## src/rtl/instr_fetch_stage.sv

```systemverilog
// -----------------------------------------------------------------------------
// instr_fetch_stage
//   IF stage of the five-stage pipeline. Owns the PC, issues at most one
//   instruction-memory request at a time and holds the fetched word in the
//   IF/ID register for instr_decode. Decode back-pressure stalls the stage;
//   a redirect from EX flushes IF/ID and retargets the PC. A fetch that is
//   already in flight when the redirect arrives is allowed to finish, and its
//   response is thrown away.
//
// Ports
//   clk, rst_n                      clock (rising edge), async active-low reset
//   imem_req_valid/ready, imem_addr instruction-memory request channel
//   imem_resp_valid/data            instruction-memory response channel
//   id_ready                        decode consumes IF/ID this cycle
//   redirect_valid/pc               taken branch/jump from EX
//   if_id_valid/instr/pc/pc4        IF/ID register contents
//   fetch_misalign                  present only with FETCH_MISALIGN_TRAP_EN
//
// Build option
//   FETCH_MISALIGN_TRAP_EN : a misaligned redirect places a NOP marked with
//   the bad PC in IF/ID, raises fetch_misalign and halts fetching until the
//   next aligned redirect. Without it, redirect_pc[1:0] is ignored.
// -----------------------------------------------------------------------------
module instr_fetch_stage #(
    parameter logic [31:0] RESET_PC  = 32'h0000_0000,
    parameter logic [31:0] NOP_INSTR = 32'h0000_0013
) (
    input  logic        clk,
    input  logic        rst_n,
    output logic        imem_req_valid,
    input  logic        imem_req_ready,
    output logic [31:0] imem_addr,
    input  logic        imem_resp_valid,
    input  logic [31:0] imem_resp_data,
    input  logic        id_ready,
    input  logic        redirect_valid,
    input  logic [31:0] redirect_pc,
    output logic        if_id_valid,
    output logic [31:0] if_id_instr,
    output logic [31:0] if_id_pc,
    output logic [31:0] if_id_pc4
`ifdef FETCH_MISALIGN_TRAP_EN
    ,
    output logic        fetch_misalign
`endif
);

    typedef enum logic [1:0] {
        ST_IDLE,
        ST_REQ,
        ST_WAIT
    } state_e;

    state_e      state_q, state_d;
    logic [31:0] pc_q, pc_d;
    logic [31:0] addr_q, addr_d;
    logic        drop_q, drop_d;
    logic        valid_q, valid_d;
    logic [31:0] instr_q, instr_d;
    logic [31:0] ifpc_q, ifpc_d;
    logic [31:0] ifpc4_q, ifpc4_d;

    logic [31:0] redir_tgt;
    logic        fetch_ok;
    logic        resp_done;

`ifdef FETCH_MISALIGN_TRAP_EN
    logic        misalign_q, misalign_d;
    logic        redir_mis;

    assign redir_tgt = redirect_pc;
    assign redir_mis = |redirect_pc[1:0];
    assign fetch_ok  = !misalign_q;
`else
    logic        unused_redirect_lsb;

    assign redir_tgt           = {redirect_pc[31:2], 2'b00};
    assign unused_redirect_lsb = ^redirect_pc[1:0];
    assign fetch_ok            = 1'b1;
`endif

    assign resp_done = (state_q == ST_WAIT) && imem_resp_valid;

    always_comb begin
        state_d = state_q;
        pc_d    = pc_q;
        addr_d  = addr_q;
        drop_d  = drop_q;
        valid_d = valid_q;
        instr_d = instr_q;
        ifpc_d  = ifpc_q;
        ifpc4_d = ifpc4_q;
`ifdef FETCH_MISALIGN_TRAP_EN
        misalign_d = misalign_q;
`endif

        // The address is latched when the request is raised so that a
        // redirect while the request waits for ready cannot move it.
        unique case (state_q)
            ST_IDLE: begin
                if ((!valid_q || id_ready) && !redirect_valid && fetch_ok) begin
                    state_d = ST_REQ;
                    addr_d  = pc_q;
                end
            end
            ST_REQ: begin
                if (imem_req_ready) begin
                    state_d = ST_WAIT;
                end
            end
            ST_WAIT: begin
                if (imem_resp_valid) begin
                    state_d = ST_IDLE;
                end
            end
            default: state_d = ST_IDLE;
        endcase

        // A completing transaction always clears drop: nothing is left in
        // flight, even if a redirect lands on the same cycle.
        if (resp_done) begin
            drop_d = 1'b0;
        end else if (redirect_valid && (state_q != ST_IDLE)) begin
            drop_d = 1'b1;
        end

        if (redirect_valid) begin
            pc_d    = redir_tgt;
            valid_d = 1'b0;
            instr_d = NOP_INSTR;
`ifdef FETCH_MISALIGN_TRAP_EN
            misalign_d = redir_mis;
            if (redir_mis) begin
                valid_d = 1'b1;
                ifpc_d  = redirect_pc;
                ifpc4_d = redirect_pc + 32'd4;
            end
`endif
        end else if (resp_done && !drop_q) begin
            valid_d = 1'b1;
            instr_d = imem_resp_data;
            ifpc_d  = pc_q;
            ifpc4_d = pc_q + 32'd4;
            pc_d    = pc_q + 32'd4;
        end else if (valid_q && id_ready) begin
            valid_d = 1'b0;
            instr_d = NOP_INSTR;
        end
    end

    always_ff @(posedge clk or negedge rst_n) begin
        if (!rst_n) begin
            state_q <= ST_IDLE;
            pc_q    <= RESET_PC;
            addr_q  <= RESET_PC;
            drop_q  <= 1'b0;
            valid_q <= 1'b0;
            instr_q <= NOP_INSTR;
            ifpc_q  <= 32'd0;
            ifpc4_q <= 32'd0;
        end else begin
            state_q <= state_d;
            pc_q    <= pc_d;
            addr_q  <= addr_d;
            drop_q  <= drop_d;
            valid_q <= valid_d;
            instr_q <= instr_d;
            ifpc_q  <= ifpc_d;
            ifpc4_q <= ifpc4_d;
        end
    end

`ifdef FETCH_MISALIGN_TRAP_EN
    always_ff @(posedge clk or negedge rst_n) begin
        if (!rst_n) begin
            misalign_q <= 1'b0;
        end else begin
            misalign_q <= misalign_d;
        end
    end

    assign fetch_misalign = misalign_q;
`endif

    assign imem_req_valid = (state_q == ST_REQ);
    assign imem_addr      = addr_q;
    assign if_id_valid    = valid_q;
    assign if_id_instr    = instr_q;
    assign if_id_pc       = ifpc_q;
    assign if_id_pc4      = ifpc4_q;

endmodule

```

## config.mk

```make
export PLATFORM = sky130hd
export DESIGN_NAME = instr_fetch_stage
export DESIGN_NICKNAME = d
export VERILOG_FILES = /design/src/rtl/instr_fetch_stage.sv
export SDC_FILE = /design/constraint.sdc
export NUM_CORES = 1
export LEC_CHECK = 0
export ABC_AREA = 1
export BUFFER_PORTS_ARGS = -buffer_cell sky130_fd_sc_hd__buf_2
export CAP_MARGIN = 20
export CORE_ASPECT_RATIO = 0.7
export CORE_UTILIZATION = 45
export CTS_CLUSTER_DIAMETER = 80
export DETAILED_ROUTE_END_ITERATION = 10
export PLACE_DENSITY = 0.81
export SYNTH_ARGS = -nofsm -noshare
export SYNTH_HDL_FRONTEND = slang
export SYNTH_SLANG_ARGS = --single-unit
export TNS_END_PERCENT = 1
```

## constraint.sdc

```tcl
create_clock -name clk -period 2.8 [get_ports clk]
set_input_delay 0.84 -clock clk [delete_from_list [all_inputs] [get_ports clk]]
set_output_delay 0.84 -clock clk [all_outputs]
set_load 0.01 [all_outputs]
```

==> results.json <==
{
  "pwr-share-clk": 0.311,
  "synth.avg_cell_area_um2": 8.382,
  "yosys-mux-area-fraction": 0,
  "syn_area_um2": 6915,
  "r2r_start": "pc_q[3]$_DFFE_PN0P_",
  "diodes": 0,
  "path_class": "reg2out",
  "syn-instance-count": 825,
  "numPortBuffers": 191,
  "cts_resized": 0,
  "die_h_um": 105.7,
  "power_mw": 7.479,
  "yosysTopAreaCellShare": 0.5536,
  "path_clk_slew_ps": 70,
  "status": "finished, final reports clean",
  "leakage_nw": 4.861,
  "setup_viol": 0,
  "antenna_found_initial": 0,
  "combPwrFrac": 0.259,
  "initial_utilization": 0.4654,
  "maxCapViolations": 0,
  "hold_violations": 0,
  "dpl.cell_count": 1189,
  "crit_start": "state_q[1]$_DFFE_PN0P_",
  "min_path_type": "in2async",
  "drc": 0,
  "dp_hpwl_um": 12940,
  "die_w_um": 150.2,
  "power_switching_mw": 2.510,
  "htreeDepth": 4,
  "grt_setup_unrepaired": "no",
  "wl_um": 17630,
  "required_ps": 1960,
  "cts_tree": "yes",
  "cp-end-kind": "output pin",
  "cts_buffer_depth": 2,
  "drtIter0Drc": 426,
  "p_seq_frac": 0.431,
  "nFillCells": 1331,
  "busiest_layer": "met2",
  "yosysUniqueCellTypes": 28,
  "io_pins": 200,
  "coreArea_um2": 14860,
  "synth_top_family_by_area": "simple AND/OR/NAND/NOR gates",
  "critPathBufInv": 1,
  "firstDrtPassIters": 5,
  "detail-route-antenna-nets": 0,
  "ys_ff_latch": 156,
  "post_cts_buffers": 0,
  "setup_tns_ps": 0,
  "worstMarginPinSlew_ps": 597.5,
  "period_needed_ps": 1971,
  "timing.slew.headroom": 0.5998,
  "crit_fanout": 4,
  "routed_via_density": 4.894,
  "slew_viol_final": 0,
  "cts_buffers": 17,
  "final_nets": 1084,
  "cp_top_family": "flip-flops",
  "grt_max_degree": 93,
  "synth_top_area_cell": "dfrtp_1",
  "synth-compound-area-share": 0.06676,
  "stdcell_count": 1221,
  "clk-insertion-delay-late_ps": 420,
  "cts_root_buf": "clkbuf_16",
  "globalRouteOverflowTotal": 0,
  "yosys.area_share.adder": 0.001809,
  "synth_area_leaders": "dfrtp_1 55%, nand2_1 21%, nand3_1 3.9%, o21ai_0 3.5%, inv_1 3.0%",
  "drt-wirelength-per-cell_um": 14.44,
  "fin_skew_ps": 10.80,
  "routabilityCongestion": 0.8830,
  "fp-row-count": 37,
  "postCtsHoldBufs": 0,
  "grt_pass1_wl_um": 28060,
  "cp_slowest_cell": "dfrtp_1",
  "internal_power_mw": 4.968,
  "yosysWarnings": 0,
  "p_per_area_nw_per_um2": 869.0,
  "ir_drop_uv": 418.9,
  "cts.sinks": 156,
  "die_area_um2": 15870,
  "path_cells": "nor2_1 > buf_2",
  "layout-drive-gt1-share": 0.2671,
  "met2_usage": 0.3555,
  "yosys.area_share.simple": 0.2904,
  "grt_util_all_layers": 0.2300,
  "grtUsageMet1": 0.3250,
  "synthXorXnorAreaFrac": 0.005066,
  "max_stage_delay_ps": 420,
  "setup_ws_ps": 829.2,
  "gr-usage-met3": 0.06061,
  "num_vias": 5976,
  "period_share": 0.7039,
  "first_global_vias": 5565,
  "ys_seq_area_frac": 0.5650,
  "area_delta_synth_final_pct": 24.44,
  "netSwitchingFraction": 0.3357,
  "fmax_mhz": 507.4,
  "dp_slack_ps": 639.1,
  "crit_path_start_kind": "register",
  "worst_ep_arrival_time_ps": 1130
}
-- stage by stage --
step	hold slack (ps)	area [µm²]	utilization
floorplan	492.8	6934	-
global placement	449.3	8006	0.5388
detailed placement	455.9	8006	0.5388
CTS	404.6	8606	0.5791
global route	429.2	8606	0.5791
finish	384.4	8606	0.5791
-- registers in the layout (all words and copies together) (netlist names) --
signal	flops
pc_q	30
state_q	2
if_id_instr	32
imem_addr	30
if_id_pc4	30
if_id_pc	30
if_id_valid	1
drop_q	1
-- cells in the mapped netlist --
master and count:
o21ai_0 49, o21ai_2 20, o31ai_1 1, nor2_1 45, buf_4 9, inv_1 55, o21ai_1 1, nand2_2 3
o211ai_2 1, and2_1 2, nand2_4 2, dfrtp_1 153, dfstp_2 3, conb_1 1, inv_2 2, clkbuf_1 8
o22a_1 1, ha_1 1, o21a_1 1, nand2_1 379, buf_6 12, xor2_1 4, nor2_4 4, nor2_2 4
nor3_4 1, buf_2 8, nand3_1 54, or2_2 1
-- per-layer routing --
layer  share of wire  vias up
li1                -     2932
met1            0.48     2825
met2            0.44      206
met3           0.076       13
met4          0.0081        0
met5               0        -
-- placed cells by master, fill, tap and decap left out, drive strengths merged, types with 3 or more instances in the layout --
cell,n
nand2,384
inv,65
clkbuf,17
conb,6
nand3,54
o21ai,70
xor2,4
nor2,53
dfrtp,153
buf,201
clkinvlp,3
dfstp,3
-- final timing paths --
| kind | slack [ps] | endpoint | cells after the start |
|---|---|---|---|
| max | 830 | imem_req_valid | 2 |
| min | 380 | if_id_pc4[26]$_DFFE_PN0P_ | 1 |
| max reg2reg | 1080 | pc_q[16]$_DFFE_PN0P_ | 8 |
| min reg2reg | 470 | if_id_instr[25]$_DFFE_PN0P_ | 2 |
| max in group asynchronous | 1690 | if_id_instr[4]$_DFFE_PN1P_ | 2 |
| min in group clk | 470 | if_id_instr[25]$_DFFE_PN0P_ | 2 |
-- cell type report --
| class | instances | area, µm² | area share |
|---|---|---|---|
| Clock buffer | 17 | 425.4 | 0.04943 |
| Sequential cell | 156 | 3908 | 0.4541 |
| Tap cell | 195 | 244.0 | 0.02835 |
| Clock inverter | 15 | 173.9 | 0.02021 |
| Timing Repair Buffer | 201 | 1087 | 0.1263 |
| Multi-Input combinational cell | 580 | 2554 | 0.2967 |
| Inverter | 57 | 214.0 | 0.02486 |
-- power groups by stage --
stage / combinational (mW) / clock (mW) / sequential [mW]
6_report: 1.93 / 2.32 / 3.22
5_1_grt: 2.18 / 2.47 / 3.29
4_1_cts: 1.97 / 2.37 / 3.22
3_5_place_dp: 1.96 / 0 / 3.25
2_1_floorplan: 0.815 / 0 / 3.47
3_3_place_gp: 1.92 / 0 / 3.22
-- logic make-up after synthesis --
kind of cell    Yosys count
buf+inv                  94
other cells               1
xor+xnor                  4
compound gates           74
simple gates            495
fa+ha+maj                 1
flops                   156
Note: power is estimated with default switching activity, not from simulation.
